`src/rtl/thread_issue_scheduler.sv`:
```
// ----------------------------------------------------------------------------
// thread_issue_scheduler
//
// Purpose:
//   Picks one ready hardware thread per cycle, round-robin, and registers that
//   thread's instruction toward decode. Each thread has a small state machine
//   (RUNNING / SUSPENDED / RECOVER). A hazard shift register stops a
//   single-cycle instruction from colliding with an earlier long-latency
//   instruction at the writeback merge.
//
// Handshake (ts_* -> decode):
//   The output register holds one entry, and ts_valid marks it as real.
//   Decode takes the entry on any clock edge where ds_ready is high. The
//   register may load a new entry only when it is empty or being taken
//   (advance = ds_ready | ~ts_valid). While advance is low, everything toward
//   decode holds, no thread is granted, and the hazard register freezes.
//
// Ports:
//   clk, reset            clock; asynchronous active-high reset
//   thread_enable[N]      per-thread enable from control registers
//   if_valid[N]           fetch holds an instruction for thread i
//   if_instruction[N*W]   instructions, thread 0 at the LSBs
//   if_pc[N*32]           PCs, thread 0 at the LSBs
//   if_long_latency[N]    instruction i uses the multi-cycle pipe
//   ts_instruction_req[N] combinational grant pulse: fetch advances thread i
//   rb_rollback[N]        rollback thread i
//   rb_suspend[N]         suspend thread i (cache miss)
//   resume[N]             wake suspended thread i
//   ds_ready              decode accepts the output register this cycle
//   ts_valid, ts_instruction, ts_pc, ts_thread, ts_long_latency
//                         registered issue slot
//   pc_event_issue        combinational pulse per issued instruction
//   o_dbg_thread_state    thread state machines, 2 bits per thread
//                         (0 RUNNING, 1 SUSPENDED, 2 RECOVER)
//   issue_count[N*32]     per-thread grant counters; present only when
//                         ISSUE_COUNTERS_EN is defined
// ----------------------------------------------------------------------------
module thread_issue_scheduler #(
    parameter int NUM_THREADS = 4,
    parameter int INSTR_WIDTH = 32,
    parameter int LL_DEPTH    = 3,
    parameter logic [INSTR_WIDTH-1:0] NOP_VALUE = '0,
    localparam int TW = (NUM_THREADS > 1) ? $clog2(NUM_THREADS) : 1
) (
    input  logic                            clk,
    input  logic                            reset,
    input  logic [NUM_THREADS-1:0]          thread_enable,
    input  logic [NUM_THREADS-1:0]          if_valid,
    input  logic [NUM_THREADS*INSTR_WIDTH-1:0] if_instruction,
    input  logic [NUM_THREADS*32-1:0]       if_pc,
    input  logic [NUM_THREADS-1:0]          if_long_latency,
    output logic [NUM_THREADS-1:0]          ts_instruction_req,
    input  logic [NUM_THREADS-1:0]          rb_rollback,
    input  logic [NUM_THREADS-1:0]          rb_suspend,
    input  logic [NUM_THREADS-1:0]          resume,
    input  logic                            ds_ready,
    output logic                            ts_valid,
    output logic [INSTR_WIDTH-1:0]          ts_instruction,
    output logic [31:0]                     ts_pc,
    output logic [TW-1:0]                   ts_thread,
    output logic                            ts_long_latency,
    output logic                            pc_event_issue,
`ifdef ISSUE_COUNTERS_EN
    output logic [NUM_THREADS*32-1:0]       issue_count,
`endif
    output logic [NUM_THREADS*2-1:0]        o_dbg_thread_state
);

    typedef enum logic [1:0] {
        ST_RUNNING   = 2'd0,
        ST_SUSPENDED = 2'd1,
        ST_RECOVER   = 2'd2
    } thread_state_t;

    thread_state_t           r_state [NUM_THREADS];
    logic [TW-1:0]           r_ptr;
    logic [LL_DEPTH-1:0]     r_hz;

    logic                    w_advance;
    logic [NUM_THREADS-1:0]  w_eligible;
    logic [NUM_THREADS-1:0]  w_grant;
    logic                    w_grant_any;
    logic [TW-1:0]           w_grant_idx;
    int                      w_scan_idx;
    logic                    w_sel_ll;
    logic [LL_DEPTH:0]       w_hz_shift;

    assign w_advance = ds_ready | ~ts_valid;

    // While the oldest long-latency result is due at the merge, only another
    // long-latency instruction may issue this cycle.
    always_comb begin
        w_eligible = '0;
        for (int i = 0; i < NUM_THREADS; i++) begin
            w_eligible[i] = (r_state[i] == ST_RUNNING) & thread_enable[i] & if_valid[i]
                          & ~rb_rollback[i] & ~rb_suspend[i]
                          & ~(r_hz[LL_DEPTH-1] & ~if_long_latency[i]);
        end
    end

    // Round-robin search starting at the pointer; the first eligible thread wins.
    always_comb begin
        w_grant     = '0;
        w_grant_any = 1'b0;
        w_grant_idx = '0;
        w_scan_idx  = 0;
        if (w_advance) begin
            for (int k = 0; k < NUM_THREADS; k++) begin
                w_scan_idx = int'(r_ptr) + k;
                if (w_scan_idx >= NUM_THREADS) begin
                    w_scan_idx = w_scan_idx - NUM_THREADS;
                end
                if (!w_grant_any && w_eligible[w_scan_idx]) begin
                    w_grant[w_scan_idx] = 1'b1;
                    w_grant_any         = 1'b1;
                    w_grant_idx         = TW'(w_scan_idx);
                end
            end
        end
    end

    assign w_sel_ll           = if_long_latency[w_grant_idx];
    assign ts_instruction_req = w_grant;
    assign pc_event_issue     = w_grant_any;

    // One bit wider than the register, so the shift also works when LL_DEPTH is 1.
    assign w_hz_shift = {r_hz, w_grant_any & w_sel_ll};

    // Per-thread state machines. Rollback has priority over suspend, and
    // suspend has priority over resume.
    always_ff @(posedge clk or posedge reset) begin
        if (reset) begin
            for (int i = 0; i < NUM_THREADS; i++) begin
                r_state[i] <= ST_RUNNING;
            end
        end else begin
            for (int i = 0; i < NUM_THREADS; i++) begin
                if (rb_rollback[i]) begin
                    r_state[i] <= ST_RECOVER;
                end else begin
                    case (r_state[i])
                        ST_RUNNING:   if (rb_suspend[i]) r_state[i] <= ST_SUSPENDED;
                        ST_SUSPENDED: if (!rb_suspend[i] && resume[i]) r_state[i] <= ST_RUNNING;
                        ST_RECOVER:   r_state[i] <= ST_RUNNING;
                        default:      r_state[i] <= ST_RUNNING;
                    endcase
                end
            end
        end
    end

    always_comb begin
        o_dbg_thread_state = '0;
        for (int i = 0; i < NUM_THREADS; i++) begin
            o_dbg_thread_state[2*i +: 2] = r_state[i];
        end
    end

    // Arbiter pointer and hazard register; both hold while decode stalls.
    always_ff @(posedge clk or posedge reset) begin
        if (reset) begin
            r_ptr <= '0;
            r_hz  <= '0;
        end else if (w_advance) begin
            r_hz <= w_hz_shift[LL_DEPTH-1:0];
            if (w_grant_any) begin
                r_ptr <= (int'(w_grant_idx) == NUM_THREADS - 1) ? '0 : w_grant_idx + 1'b1;
            end
        end
    end

    // Issue register toward decode. A rollback of the held thread does not
    // cancel the held entry; downstream squashes it.
    always_ff @(posedge clk or posedge reset) begin
        if (reset) begin
            ts_valid        <= 1'b0;
            ts_instruction  <= NOP_VALUE;
            ts_pc           <= '0;
            ts_thread       <= '0;
            ts_long_latency <= 1'b0;
        end else if (w_advance) begin
            if (w_grant_any) begin
                ts_valid        <= 1'b1;
                ts_instruction  <= if_instruction[w_grant_idx*INSTR_WIDTH +: INSTR_WIDTH];
                ts_pc           <= if_pc[w_grant_idx*32 +: 32];
                ts_thread       <= w_grant_idx;
                ts_long_latency <= w_sel_ll;
            end else begin
                ts_valid        <= 1'b0;
                ts_instruction  <= NOP_VALUE;
                ts_pc           <= '0;
                ts_thread       <= '0;
                ts_long_latency <= 1'b0;
            end
        end
    end

`ifdef ISSUE_COUNTERS_EN
    logic [31:0] r_issue_count [NUM_THREADS];

    // Free-running counters; each wraps at 2^32.
    always_ff @(posedge clk or posedge reset) begin
        if (reset) begin
            for (int i = 0; i < NUM_THREADS; i++) begin
                r_issue_count[i] <= '0;
            end
        end else begin
            for (int i = 0; i < NUM_THREADS; i++) begin
                if (w_grant[i]) begin
                    r_issue_count[i] <= r_issue_count[i] + 32'd1;
                end
            end
        end
    end

    always_comb begin
        issue_count = '0;
        for (int i = 0; i < NUM_THREADS; i++) begin
            issue_count[i*32 +: 32] = r_issue_count[i];
        end
    end
`endif

endmodule

```
`config.mk`:
```
export PLATFORM = sky130hd
export DESIGN_NAME = thread_issue_scheduler
export DESIGN_NICKNAME = d
export VERILOG_FILES = /design/src/rtl/thread_issue_scheduler.sv
export SDC_FILE = /design/constraint.sdc
export NUM_CORES = 1
export LEC_CHECK = 0
export BUFFER_PORTS_ARGS = -buffer_cell sky130_fd_sc_hd__buf_2
export CELL_PAD_IN_SITES_DETAIL_PLACEMENT = 0
export CELL_PAD_IN_SITES_GLOBAL_PLACEMENT = 1
export CORE_AREA = 2 2 140 142
export CTS_BUF_LIST = sky130_fd_sc_hd__clkbuf_8
export CTS_CLUSTER_DIAMETER = 30
export DETAILED_ROUTE_END_ITERATION = 12
export DIE_AREA = 0 0 142 144
export GPL_TIMING_DRIVEN = 0
export MAX_ROUTING_LAYER = met4
export PLACE_DENSITY_LB_ADDON = 0.05
export SLEW_MARGIN = 40
export SYNTH_ARGS = -nofsm -noshare
export SYNTH_HDL_FRONTEND = slang
export SYNTH_SLANG_ARGS = --single-unit
```
`constraint.sdc`:
```
create_clock -name clk -period 4.15 [get_ports clk]
set_clock_uncertainty 0.15 [all_clocks]
set_input_delay 0.2075 -clock clk [delete_from_list [all_inputs] [get_ports clk]]
set_output_delay 0.2075 -clock clk [all_outputs]
set_load 0.05 [all_outputs]
```
==> impl_metrics.env <==
export IMPL_synth_seq_cells=80
export IMPL_start_kind="flop"
export IMPL_synth_area_leaders="dfrtp_1, mux2_1, a221o_1"
export IMPL_drt_first_pass_iters=4
export IMPL_maxSlewHeadroom_pct=53.4
export IMPL_drv_slew=0
export IMPL_end_kind="flop"
export IMPL_drive_gt1_share_pct=41.9
export IMPL_die_y_um=144
export IMPL_grt_use_total_pct=22.0
export IMPL_wl_per_cell_um=19.0
export IMPL_antenna_found_initial=4
export IMPL_grt_pass1_vias=5972
export IMPL_grt_start_max_net_pins=43
export IMPL_cts_resized_gates=0
export IMPL_dpl_cell_count=1154
export IMPL_dieWidth_um=142
export IMPL_status="complete, no violations"
export IMPL_arrival_ns=3.93
export IMPL_p_per_area_nw_per_um2=400
export IMPL_place_ws_ns=0.349
export IMPL_nets=1227
export IMPL_min_path_type="in -> reg"
export IMPL_synth_top_area_share_pct=39.1
export IMPL_io_buffers=363
export IMPL_instances_no_fill=1183
export IMPL_post_route_util_pct=39.6
export IMPL_critPathMaxFanout=10
export IMPL_overflow=0
export IMPL_cts_num_sinks=80
export IMPL_row_count=51
export IMPL_grt_pass1_wl_um=32700
export IMPL_antenna_left=0
export IMPL_clockBufferDepth=2
export IMPL_cts_tree="yes"
export IMPL_drv_cap=0
export IMPL_period_share_pct=90.8
export IMPL_clkSlewWorstSetupHoldPaths_ns=0.08
export IMPL_finalSetupViolCount=0
export IMPL_num_vias=5817
export IMPL_hold_viol=0
export IMPL_place_congestion=0.847
export IMPL_drc=0
export IMPL_reg2reg_depth=11
export IMPL_syn_area_um2=5110
export IMPL_setup_ws_ns=0.381
export IMPL_critPathKind="reg -> reg"
export IMPL_clk_latency_ns=0.37
export IMPL_start_util_pct=26.8
export IMPL_min_period_ns=3.77
export IMPL_hpwl_um=17700
export IMPL_viasPerCell=4.92
export IMPL_cts_buffers=9
export IMPL_yosysWarnings=0
export IMPL_ys_seq_area_share_pct=39.1
export IMPL_reg2reg_slack_ns=0.38
export IMPL_synth_cell_types=32
export IMPL_leakagePower_nw=4.06
export IMPL_io_pins=364
export IMPL_tns_ns=0
export IMPL_synth_area_per_cell_um2=9.27
export IMPL_worst_slew_pin_transition_ns=0.695
export IMPL_design_die_area_um2=20400
export IMPL_netlist_instances=552
export IMPL_drt_iter0_drc=188
export IMPL_synth_top_area_cell="dfrtp_1"
export IMPL_routed_wl_um=22500
export IMPL_area_delta_synth_final_pct=47.6
export IMPL_vdd_ir_drop_max_v=0.000134
export IMPL_clockRootBuffer="clkbuf_8"
export IMPL_coreArea_um2=19100
export IMPL_worstHoldPathCells=3
export IMPL_htree_levels=3
export IMPL_synth_nets=843
export IMPL_required_ns=4.31
export IMPL_clock_fmax_mhz=265
export IMPL_rsz0062_at_grt="false"
logic make-up after synthesis:
group | count (synthesis) | synth area share (%)
simple gates | 186 | 15.0
flops | 80 | 39.1
compound gates | 148 | 21.7
buf+inv | 57 | 5.09
xor+xnor | 4 | 0.832
mux | 69 | 16.3
fa+ha+maj | 8 | 1.96
report_power, final:
part / switching (mW) / leakage [nW] / internal (mW)
combinational: 1.02 / 2.87 / 0.477
sequential: 0.0634 / 1.08 / 0.867
clock: 0.303 / 0.103 / 0.286
final cells by class:
| type | count | area, um^2 |
|---|---|---|
| fillers | 2030 | 11500 |
| multi-input cells | 415 | 2850 |
| flip-flops and latches | 80 | 2000 |
| repair buffers | 373 | 1930 |
| well taps | 238 | 298 |
| plain buffers | 49 | 230 |
| clock buffers | 10 | 138 |
| clock inverters | 5 | 48.8 |
| inverters | 8 | 35.0 |
| diodes | 5 | 12.5 |
layout by cell type (no fill, tap or decap), drive strengths merged, types with 2 or more instances in the layout:
cell,synthesis,final
dlygate4sd3,0,9
nand3,4,4
and3,4,4
a221oi,5,5
mux4,5,5
dfrtp,80,80
a221o,64,64
a31oi,2,2
buf,11,375
xnor2,4,4
mux2,64,64
diode,0,5
a21oi,69,69
o21ai,2,2
nor3,4,4
clkbuf,38,48
nand2b,5,5
nor4bb,4,4
nand2,147,147
nor2,14,14
a22oi,4,4
inv,8,9
ha,8,8
clkinv,0,3
critical path, cell delays in order, from the launching register on:
cell and delay (ns):
dfrtp_1 0.44, buf_4 0.22, inv_1 0.18, ha_1 0.41, mux4_2 0.43, o21bai_4 0.25
xnor2_1 0.16, clkbuf_1 0.56, clkbuf_1 0.51, nand2_1 0.12, a21oi_1 0.16, a221o_1 0.12
what timing repair did:
action / in CTS / in global routing
hold buffers: 9 / 0
endpoints found under the setup margin: 0 / 0
hold endpoints to repair: 49 / 0
setup buffers: 0 / 0
flip-flops by register name (all words and copies together) (netlist names):
name,cells
ts_thread,2
ts_pc,32
o_dbg_thread_state,8
ts_valid,1
r_hz,3
ts_instruction,32
r_ptr,2
path summary, 6_finish.rpt:
path / end / startpoint
setup / recovery: ts_instruction[30]$_DFFE_PP0P_ / r_ptr[0]$_DFFE_PP0P_
hold / removal: ts_pc[20]$_DFFE_PP0P_ / if_pc[52]
setup reg to reg: ts_instruction[30]$_DFFE_PP0P_ / r_ptr[0]$_DFFE_PP0P_
hold reg to reg: ts_thread[1]$_DFFE_PP0P_ / ts_thread[1]$_DFFE_PP0P_
max in group asynchronous: ts_instruction[2]$_DFFE_PP0P_ / reset
min in group asynchronous: ts_pc[20]$_DFFE_PP0P_ / reset
through the flow:
step | power [mW] | hold slack, ns | area [um^2]
5_1_grt | 3.22 | 0.0177 | 7550
3_3_place_gp | 2.44 | 0.250 | 7230
2_1_floorplan | 1.94 | 0.131 | 5110
3_5_place_dp | 2.46 | 0.117 | 7260
4_1_cts | 3.07 | 0.00172 | 7540
6_report | 3.02 | 0.0297 | 7550
synthesized netlist by cell type:
cell type and number:
o21bai_4 1, buf_4 2, nor2b_1 1, xnor2_1 3
buf_1 3, xnor2_2 1, a31oi_1 2, mux2_1 64
nor2_1 14, nand3_1 4, buf_2 1, buf_6 5
nor3_1 4, clkbuf_1 38, nor4_1 1, inv_1 8
nor4bb_1 4, dfrtp_1 80, and3_1 4, a22oi_1 4
nand2_1 147, and2_1 1, a21oi_1 69, o21ai_1 1
nand2b_1 5, or4_1 1, a221oi_1 5, a221o_1 64
o21ai_0 1, mux4_2 5, a22o_1 1, ha_1 8
layer usage:
metal	vias up	track usage [%]	part of all wire, %	wire (um)
li1	2790	-	-	-
met1	2763	25.7	41	9120
met2	233	37.7	51	11500
met3	31	4.27	6.1	1360
met4	0	8.05	2.3	516
met5	-	-	0	0
Note: power is estimated with default switching activity, not from simulation.
